**src/rtl/rom_stream_pkg.sv**
```systemverilog
// rom_stream_pkg: shared FSM state encoding for the ROM burst streamer
package rom_stream_pkg;
  typedef enum logic {IDLE, STREAM} state_t;
endpackage

```
**src/rtl/rom_stream.sv**
```systemverilog
// rom_stream: streams a burst of words from an external async ROM over a valid/ready port
module rom_stream
  import rom_stream_pkg::*;
#(
  parameter int WIDTH = 8,
  parameter int DEPTH = 256,
  localparam int ADDRW = $clog2(DEPTH)
) (
  input  logic             clk,
  input  logic             rst,
  input  logic             start,
  input  logic [ADDRW-1:0] base,
  input  logic [ADDRW:0]   len,
  output logic [ADDRW-1:0] rom_addr,
  input  logic [WIDTH-1:0] rom_data,
  output logic [WIDTH-1:0] out_data,
  output logic             out_valid,
  input  logic             out_ready,
  output logic             out_last,
  output logic             busy,
  output logic             done
);
  state_t         state;
  logic [ADDRW:0] rem;
  logic           xfer;
  logic           load;
  assign xfer = out_valid & out_ready;
  assign load = (state == STREAM) && (rem != '0) && (!out_valid || out_ready);
  // burst FSM: rom_addr is the pointer register, output word is refilled whenever it is empty or being taken
  always_ff @(posedge clk) begin
    if (rst) begin
      state     <= IDLE;
      rom_addr  <= '0;
      rem       <= '0;
      out_data  <= '0;
      out_valid <= 1'b0;
      out_last  <= 1'b0;
      busy      <= 1'b0;
      done      <= 1'b0;
    end else begin
      done <= 1'b0;
      if (state == IDLE) begin
        if (start && len != '0) begin
          rom_addr <= base;
          rem      <= len;
          busy     <= 1'b1;
          state    <= STREAM;
        end else if (start) begin
          done <= 1'b1;
        end
      end else begin
        if (load) begin
          out_data  <= rom_data;
          out_valid <= 1'b1;
          out_last  <= (rem == 1);
          rom_addr  <= (rom_addr == ADDRW'(DEPTH - 1)) ? '0 : rom_addr + 1'b1;
          rem       <= rem - 1'b1;
        end else if (xfer) begin
          out_valid <= 1'b0;
          out_last  <= 1'b0;
        end
        if (xfer && out_last) begin
          state <= IDLE;
          busy  <= 1'b0;
          done  <= 1'b1;
        end
      end
    end
  end
endmodule

```
**config.mk**
```make
export PLATFORM = sky130hd
export DESIGN_NAME = rom_stream
export DESIGN_NICKNAME = d
export VERILOG_FILES = /design/src/rtl/rom_stream_pkg.sv /design/src/rtl/rom_stream.sv
export SDC_FILE = /design/constraint.sdc
export NUM_CORES = 1
export LEC_CHECK = 0
export ABC_AREA = 0
export BUFFER_PORTS_ARGS = -buffer_cell sky130_fd_sc_hd__buf_4
export CAP_MARGIN = 15
export CORE_MARGIN = 5
export CORE_UTILIZATION = 30
export DETAILED_ROUTE_END_ITERATION = 12
export PLACE_DENSITY = 0.5
export SYNTH_ARGS = -nofsm -noshare
export SYNTH_HDL_FRONTEND = slang
export SYNTH_SLANG_ARGS = --single-unit
```
**constraint.sdc**
```tcl
create_clock -name clk -period 4.9 [get_ports clk]
set_input_delay 1.225 -clock clk [delete_from_list [all_inputs] [get_ports clk]]
set_output_delay 1.225 -clock clk [all_outputs]
set_load 0.02 [all_outputs]
```
==> run summary, run 1 <==
Max Fanout on Critical Path: 14
Sequential share of the synthesized area: 34.1%
Sink Count: 30
Seq pwr share: 40.5%
Max H-tree Level: 2
Library cells used by synthesis: 52
Setup_tns: 0 ns
Number of buffers created by CTS: 5
Post-synth EDFFs: 0
Vias in the first global route: 1597
Final WL: 4.78 mm
Tcrit/Tclk final: 58.8%
Crit end category: register
Internal Power: 0.479 mW
Worst path cell trace: buf_4 > or4_4 > o31ai_4 > nand2_2 > a32o_1
Rel. slew slack: 48.6%
Clock Skews: 0.00205 ns
Number of diodes: 0
CP max stage cell: o31ai_4
CORE AREA: 5610 um^2
IO Port Bufs: 48
Worst hold path class: reg2reg
Avg Synthesized Cell Area: 8.58 um^2
IR drop worst, VDD: 0.000106 V
IO Pins: 49
# resized after CTS: 0
Crit path from: len[2]
Routed Antenna Nets: 0
Worst Setup EP: rem[3]$_SDFFE_PP0P_
Clock Tree Root: clkbuf_8
Drt wl/cell: 14.9 um
XOR/XNOR share of the synthesized area: 1.99%
Most frequent cells in the layout: buf_4 (49), dfxtp_1 (30), nand2_1 (23), a21oi_1 (18), nand3_1 (14)
Sw Ratio: 35.2%
RSZ-0062 raised after global routing: no
Placed Area: 2120 um^2
P_leak: 0.829 nW
Height of the chip: 86.6 um
Ys flop type: dfxtp_1
GRT Util Overall: 13.2%
Drt drc: 0
Die Span X: 86.6 um
Final Slew Violations: 0
Clock share of power: 28.8%
Total Die Area: 7500 um^2
Delay-heaviest family, CP: compound AO/OA/AOI/OAI gates
Final Setup Violations: 0
Initial Util: 31.4%
Synth Area in Adders: 2.84%
Largest net degree at the start of global routing: 32
Post-synthesis compound-gate area fraction: 28.3%
Crit path DAT: 3.06 ns
Outcome: finished clean
YS warnings: 0
Post-place setup slack: 1.72 ns
Syn Nets: 238
Yosys top cell area share: 34.1%
Hold_buf cts: 0
Total gr overflow: 0
First drt pass iteration count: 4
First-pass GRT wire length: 7.93 mm
Largest cells by area after synthesis: dfxtp_1 (34%), a21oi_1 (5.1%), nand2_1 (4.9%)
Max cap viols: 0
FP Rows: 27
Worst-path clk slew: 0.07 ns
Setup crit start kind: primary input
Synth area leader: dfxtp_1
R2r startpoint: rem[1]$_SDFFE_PP0P_
Sw Pwr: 0.260 mW
Tmin final: 2.88 ns
Power Total: 0.739 mW
Post-synthesis cell count: 205
Fraction of registers with async set/reset: 0%
Worst Path Buf+Inv: 1
PwrDens: 334 nW/um^2
Commonest non-fill, non-tap cell in the layout: buf_4
Least-Margin Pin Slew: 0.764 ns
Worst Path Required: 5.08 ns
Largest family of logic cells by synthesized area: compound AO/OA/AOI/OAI gates
Final HPWL DP: 3.38 mm
Mux cell area share after synthesis: 1.14%
Reg2reg end: rem[3]$_SDFFE_PP0P_
Logic pwr share: 30.6%
Via/cell ratio: 5.21
Antenna violations before repair: 0
Register-to-Register Setup Slack: 2.47 ns
Initial DRC Count: 113
Area grow syn2layout: 25.7%
Worst-Skew Late Latency: 0.28 ns
CP Depth: 5
CP max stage delay: 0.59 ns
DR vias: 1668
R2R cell count: 6
Layout cells sized above 1: 34.3%
Register bit count reported by yosys: 30
Final Hold Fails: 0
Fmax: 347 MHz
Crit path kind: in2reg
Post-Syn Area: 1760 um^2
Global placement routability congestion: 0.821
Nets@finish: 280
Max Root-Sink Buffers: 2
Final setup margin: 2.02 ns
Post-CTS setup buffers: 0
CTS tree: done
Fin area: 2210 um^2
Post-synthesis simple-gate area fraction: 23.9%
registers in the layout, summed over array words and instances (netlist names):
name / flops
rom_addr: 8
out_data: 8
out_last: 1
done: 1
out_valid: 1
rem: 9
state: 1
busy: 1
power by group through the flow:
stage,logic [mW],clock network [mW],registers [mW]
after global routing,0.247,0.227,0.305
after global placement,0.229,0,0.305
after CTS,0.228,0.217,0.299
final,0.227,0.213,0.300
after detailed placement,0.227,0,0.305
after floorplan,0.151,0,0.317
worst min path at each step:
| stage | startpoint | to | slack, ns | cells after the start |
|---|---|---|---|---|
| after floorplan | rem[7]$_SDFFE_PP0P_ | rem[7]$_SDFFE_PP0P_ | 0.45 | 2 |
| after global placement | out_data[4]$_SDFFE_PP0P_ | out_data[4]$_SDFFE_PP0P_ | 0.45 | 2 |
| after detailed placement | busy$_SDFFE_PP0P_ | busy$_SDFFE_PP0P_ | 0.45 | 2 |
| after CTS | busy$_SDFFE_PP0P_ | busy$_SDFFE_PP0P_ | 0.46 | 2 |
| after global routing | out_data[5]$_SDFFE_PP0P_ | out_data[5]$_SDFFE_PP0P_ | 0.48 | 2 |
| final | busy$_SDFFE_PP0P_ | busy$_SDFFE_PP0P_ | 0.46 | 2 |
area by class of cell:
cell class,instances,area [um^2]
Clock buffer,6,82.6
Clock inverter,2,12.5
Fill cell,625,3400
Inverter,9,33.8
Multi-Input combinational cell,152,1020
Sequential cell,30,601
Tap cell,72,90.1
Timing Repair Buffer,49,368
layer usage:
| metal | global-route usage (%) | wire length [um] | vias to the layer above |
|---|---|---|---|
| li1 | - | - | 846 |
| met1 | 17.9 | 2250 | 768 |
| met2 | 20.6 | 2190 | 47 |
| met3 | 2.85 | 276 | 7 |
| met4 | 4.67 | 67 | 0 |
| met5 | 0 | 0 | - |
tightest hold or removal path, stage by stage (launching register included):
cell	delay, ns
dfxtp_1	0.31
nand2_1	0.05
a21oi_1	0.05
through the flow:
stage               instances  hold WS (ns)  util (%)
CTS                       320         0.458      39.4
global placement          312         0.454      37.7
global route              320         0.475      39.4
floorplan                 205         0.451         -
detailed placement        312         0.449      37.7
finish                    320         0.456      39.4
cell usage after synthesis (2+ instances only):
cell	count
dfxtp_1	30
nand2_1	23
a21oi_1	18
nand3_1	14
inv_1	9
nand2_2	9
a21oi_2	8
nor2_1	8
nor3_1	7
buf_1	4
buf_6	4
ha_1	4
nand4_1	4
o32ai_1	4
a311oi_1	3
and3_1	3
clkbuf_1	3
nor4_1	3
o211ai_1	3
o21ai_0	3
xnor2_1	3
a221o_1	2
a221oi_2	2
buf_2	2
mux2i_1	2
o22ai_1	2
or3_1	2
or4_4	2
kinds of logic (layout without fill, tap and decap cells):
kind of cell,Yosys count,in the layout
muxes,2,2
and+or+nand+nor,81,81
AOI/OAI and AO/OA,61,61
xor gates and xnor gates,4,4
DFF,30,30
buffers and inverters,23,66
adders and majority gates,4,4
Power figures use the tool's default switching activity.
==> inputs of run 2 (changes only) <==
clock period = 2.8 ns   (was 4.9 ns; I/O delays follow)
==> run summary, run 2 (synthesized netlist as in run 1, its figures left out) <==
Tmin final: 2.24 ns
Max Fanout on Critical Path: 20 (+6)
PwrDens: 586 nW/um^2 (+75%)
Area grow syn2layout: 27.4%
Top flop regs: rem x9, out_data x8, rom_addr x8
IO Port Bufs: 48 (unchanged)
P_leak: 0.848 nW (+2.2%)
CTS tree: done
Power Total: 1.31 mW (+78%)
Final Setup Violations: 0 (unchanged)
Global placement routability congestion: 0.762 (-7.2%)
DR vias: 1699 (+1.9%)
Final WL: 5.08 mm (+6.3%)
Commonest non-fill, non-tap cell in the layout: buf_4
Fin area: 2240 um^2 (+1.4%)
Number of diodes: 0 (unchanged)
Outcome: finished clean
Nets@finish: 284 (+1.4%)
Largest register FFs: 9 (unchanged)
Via/cell ratio: 5.24 (+0.60%)
Worst Path Required: 2.96 ns (-2.12 ns)
FP Rows: 27 (unchanged)
Rel. slew slack: 43.0% (-5.6 points)
Least-Margin Pin Slew: 0.847 ns (+0.0836 ns)
Fmax: 447 MHz
Height of the chip: 86.6 um (unchanged)
Vias in the first global route: 1767 (+11%)
Total gr overflow: 0 (unchanged)
Crit path kind: reg2reg
# resized after CTS: 0 (unchanged)
Initial Util: 31.4% (unchanged)
Antenna violations before repair: 0 (unchanged)
Top reg by flops: rem
Worst-Skew Late Latency: 0.29 ns (about the same)
IO Pins: 49 (unchanged)
FILL cells: 613 (-1.9%)
Worst hold path class: reg2reg
Initial DRC Count: 63 (-44%)
Max cap viols: 0 (unchanged)
First drt pass iteration count: 4 (unchanged)
Setup crit start kind: register
Setup_tns: 0 ns (unchanged)
RSZ-0062 raised after global routing: no
Drt drc: 0 (unchanged)
Clock Skews: 0.00382 ns (+0.00177 ns)
Clock Tree Root: clkbuf_8
Most frequent cells in the layout: buf_4 (53), dfxtp_1 (30), nand2_1 (23), a21oi_1 (18), nand3_1 (14)
Max H-tree Level: 2 (unchanged)
Final HPWL DP: 3.53 mm (+4.2%)
Routed Antenna Nets: 0 (unchanged)
Tcrit/Tclk final: 80.0%
Die Span X: 86.6 um (unchanged)
GRT Util Overall: 14.1% (+0.94 points)
Final Slew Violations: 0 (unchanged)
CORE AREA: 5610 um^2 (unchanged)
Crit end category: register
Placed Area: 2150 um^2 (+1.4%)
Largest net degree at the start of global routing: 32 (unchanged)
Max Root-Sink Buffers: 2 (unchanged)
Final Hold Fails: 0 (unchanged)
Total Die Area: 7500 um^2 (unchanged)
Number of buffers created by CTS: 5 (unchanged)
Crit path DAT: 2.40 ns (-0.66 ns)
Post-CTS setup buffers: 0 (unchanged)
Hold_buf cts: 0 (unchanged)
Layout cells sized above 1: 35.3% (+1.0 points)
Sink Count: 30 (unchanged)
First-pass GRT wire length: 8.41 mm (+6.1%)
Drt wl/cell: 15.7 um (+4.9%)
IR drop worst, VDD: 0.000199 V (+89%)
Worst-path clk slew: 0.07 ns (about the same)
Core Util, Final: 40.0% (+0.54 points)
run 2: changes by cell type in the layout (fill, tap and decap cells not counted):
cell	delta
buf_4	+4
run 2: where the power goes:
part | internal, mW | total (mW) | switching (mW)
logic | 0.176 | 0.403 | 0.228
registers | 0.473 | 0.531 | 0.0587
clock network | 0.197 | 0.379 | 0.181
total | 0.846 | 1.31 | 0.468
run 2: critical path: stages (launching register included):
cell and delay [ns]:
dfxtp_1 0.34, inv_1 0.15, ha_1 0.16, or4b_1 0.50, o221a_2 0.43, nor2_1 0.39, o32ai_1 0.15
run 2: routing by layer:
metal / wire length [um] / share of wire (%) / global-route usage, %
met5: 0 / 0 / 0
met4: 46 / 0.91 / 6.23
met1: 2350 / 46 / 18.1
met2: 2360 / 47 / 22.5
met3: 320 / 6.3 / 3.23
run 2: final timing paths:
| check | from | end | slack (ns) | cells past startpoint |
|---|---|---|---|---|
| setup / recovery | rem[1]$_SDFFE_PP0P_ | rem[7]$_SDFFE_PP0P_ | 0.56 | 6 |
| setup reg to reg | rem[1]$_SDFFE_PP0P_ | rem[7]$_SDFFE_PP0P_ | 0.56 | 6 |
| hold / removal | out_data[7]$_SDFFE_PP0P_ | out_data[7]$_SDFFE_PP0P_ | 0.46 | 2 |
| hold reg to reg | out_data[7]$_SDFFE_PP0P_ | out_data[7]$_SDFFE_PP0P_ | 0.46 | 2 |
run 2: cell type report:
class	count	area, um^2	area share, %
Multi-Input combinational cell	152	1020	45.7
Clock inverter	2	12.5	0.558
Tap cell	72	90.1	4.02
Clock buffer	6	82.6	3.69
Inverter	9	33.8	1.51
Sequential cell	30	601	26.8
Timing Repair Buffer	53	398	17.8
run 2: per-stage QoR:
step / setup WS (ns) / hold slack, ns / std cells
final: 0.561 / 0.461 / 324
after global routing: 0.407 / 0.486 / 324
after CTS: 0.552 / 0.465 / 324
after detailed placement: 0.344 / 0.453 / 316
after global placement: 0.375 / 0.449 / 316
after floorplan: 0.669 / 0.451 / 205
==> inputs of run 3 (changes only) <==
PLACE_DENSITY = 0.52   (was 0.5)
clock period = 1.9 ns   (was 2.8 ns; I/O delays follow)
==> run summary, run 3 (synthesized netlist as in run 1, its figures left out) <==
Outcome: finished clean
Core Util, Final: 44.1% (+4.2 points)
Total gr overflow: 0 (unchanged)
Total Die Area: 7500 um^2 (unchanged)
Area grow syn2layout: 40.7%
Worst-path clk slew: 0.07 ns (about the same)
Setup crit start kind: register
Register-to-Register Setup Slack: 0.06 ns (-0.50 ns)
Max Fanout on Critical Path: 5 (-75%)
Commonest non-fill, non-tap cell in the layout: buf_4
Reg2reg end: rem[8]$_SDFFE_PP0P_
IO Pins: 49 (unchanged)
Hold_ws: 0.449 ns (-0.0123 ns)
GRT Util Overall: 14.0% (-0.17 points)
R2R cell count: 7 (+1)
WHS Path Cells: 3 (+1)
Worst Path Required: 2.06 ns (-0.90 ns)
Height of the chip: 86.6 um (unchanged)
Setup_tns: 0 ns (unchanged)
R2r startpoint: rem[1]$_SDFFE_PP0P_
Top flop regs: rem x9, out_data x8, rom_addr x8
Largest register FFs: 9 (unchanged)
Layout cells sized above 1: 42.7% (+7.4 points)
CTS tree: done
Final Hold Fails: 0 (unchanged)
Final Setup Violations: 0 (unchanged)
Max H-tree Level: 2 (unchanged)
Vias in the first global route: 1727 (-2.3%)
Rel. slew slack: 67.4% (+24 points)
Max Root-Sink Buffers: 2 (unchanged)
Fmax: 544 MHz (+22%)
Fin area: 2470 um^2 (+10%)
Nets@finish: 313 (+10%)
Clock Skews: 0.00483 ns (+0.00101 ns)
Initial Util: 31.4% (unchanged)
Tcrit/Tclk final: 96.7% (+17 points)
Sink Count: 30 (unchanged)
Die Span X: 86.6 um (unchanged)
Routed Antenna Nets: 0 (unchanged)
Final HPWL DP: 3.92 mm (+11%)
Via/cell ratio: 5.10 (-2.7%)
Initial DRC Count: 64 (+1.6%)
Crit path DAT: 2.00 ns (-0.40 ns)
First-pass GRT wire length: 8.29 mm (-1.5%)
First drt pass iteration count: 4 (unchanged)
FP Rows: 27 (unchanged)
Largest net degree at the start of global routing: 20 (-38%)
Drt wl/cell: 14.5 um (-7.6%)
PwrDens: 819 nW/um^2 (+40%)
Tmin final: 1.84 ns (-0.401 ns)
Number of buffers created by CTS: 5 (unchanged)
Clock Tree Root: clkbuf_8
IO Port Bufs: 48 (unchanged)
Drt drc: 0 (unchanged)
Most frequent cells in the layout: buf_4 (80), dfxtp_1 (30), nand2_1 (23), a21oi_1 (18), nand3_1 (14)
P_leak: 0.999 nW (+18%)
Crit end category: register
Crit path from: rem[1]$_SDFFE_PP0P_
Worst-Skew Late Latency: 0.28 ns (about the same)
Placed Area: 2360 um^2 (+10%)
Worst Setup EP: rem[8]$_SDFFE_PP0P_
CORE AREA: 5610 um^2 (unchanged)
Least-Margin Pin Slew: 0.485 ns (-0.362 ns)
Worst hold path class: in2reg
Antenna violations before repair: 0 (unchanged)
Hold_buf cts: 0 (unchanged)
Final WL: 5.11 mm (+0.63%)
FILL cells: 596 (-2.8%)
Global placement routability congestion: 0.862 (+13%)
RSZ-0062 raised after global routing: yes
DR vias: 1801 (+6.0%)
Final Slew Violations: 0 (unchanged)
Number of diodes: 0 (unchanged)
Top reg by flops: rem
Crit path kind: reg2reg
IR drop worst, VDD: 0.000305 V (+53%)
Max cap viols: 0 (unchanged)
[run 3: cell count changes in the layout (fill, tap and decap cells not counted), sizes merged]
cell	change
buf	+29
clkbuf	+1
clkinvlp	-1
[run 3: per-layer routing]
| layer | global-route usage (%) | part of all wire (%) | up-vias |
|---|---|---|---|
| met5 | 0 | 0 | - |
| met4 | 4.11 | 0.59 | 0 |
| met3 | 3.52 | 6.3 | 2 |
| met2 | 22.3 | 47 | 50 |
| met1 | 18.5 | 46 | 834 |
| li1 | - | - | 915 |
[run 3: critical path, cell delays in order, from the launching register on]
cell	delay (ns)
dfxtp_1	0.33
inv_1	0.07
ha_1	0.14
or4b_4	0.48
o221a_2	0.28
buf_4	0.16
o211ai_1	0.16
o32ai_1	0.10
[run 3: final cells by class]
cell class              count  area, um^2  share of cell area [%]
clock buffers               7        86.3                    3.49
clock inverters             1        5.00                   0.202
inverters                   9        33.8                    1.37
multi-input cells         152        1040                    41.9
flip-flops and latches     30         601                    24.3
well taps                  72        90.1                    3.64
repair buffers             82         623                    25.2
[run 3: metrics by stage]
| step | setup slack (ns) | instances | power (mW) |
|---|---|---|---|
| final | 0.0626 | 353 | 2.03 |
| after global placement | -0.164 | 345 | 1.50 |
| after CTS | 0.00754 | 353 | 2.03 |
| after detailed placement | -0.162 | 345 | 1.50 |
| after floorplan | 0.0373 | 205 | 1.21 |
| after global routing | -0.0138 | 353 | 2.16 |
[run 3: repair_timing]
action                     CTS  global route
setup endpoints to repair    0            16
gates resized for setup      0             5
buffers inserted             0             0
[run 3: worst min-delay path by stage]
stage | start | to | slack (ns)
2_1_floorplan | rem[7]$_SDFFE_PP0P_ | rem[7]$_SDFFE_PP0P_ | 0.45
3_3_place_gp | out_data[7]$_SDFFE_PP0P_ | out_data[7]$_SDFFE_PP0P_ | 0.45
3_5_place_dp | out_data[1]$_SDFFE_PP0P_ | out_data[1]$_SDFFE_PP0P_ | 0.45
4_1_cts | rom_data[1] | out_data[1]$_SDFFE_PP0P_ | 0.44
5_1_grt | rom_data[1] | out_data[1]$_SDFFE_PP0P_ | 0.44
6_report | rom_data[3] | out_data[3]$_SDFFE_PP0P_ | 0.45
[run 3: where the power goes]
| part | switching, mW | internal, mW |
|---|---|---|
| Clock | 0.238 | 0.292 |
| Sequential | 0.0585 | 0.697 |
| Combinational | 0.386 | 0.357 |
| Total | 0.683 | 1.35 |
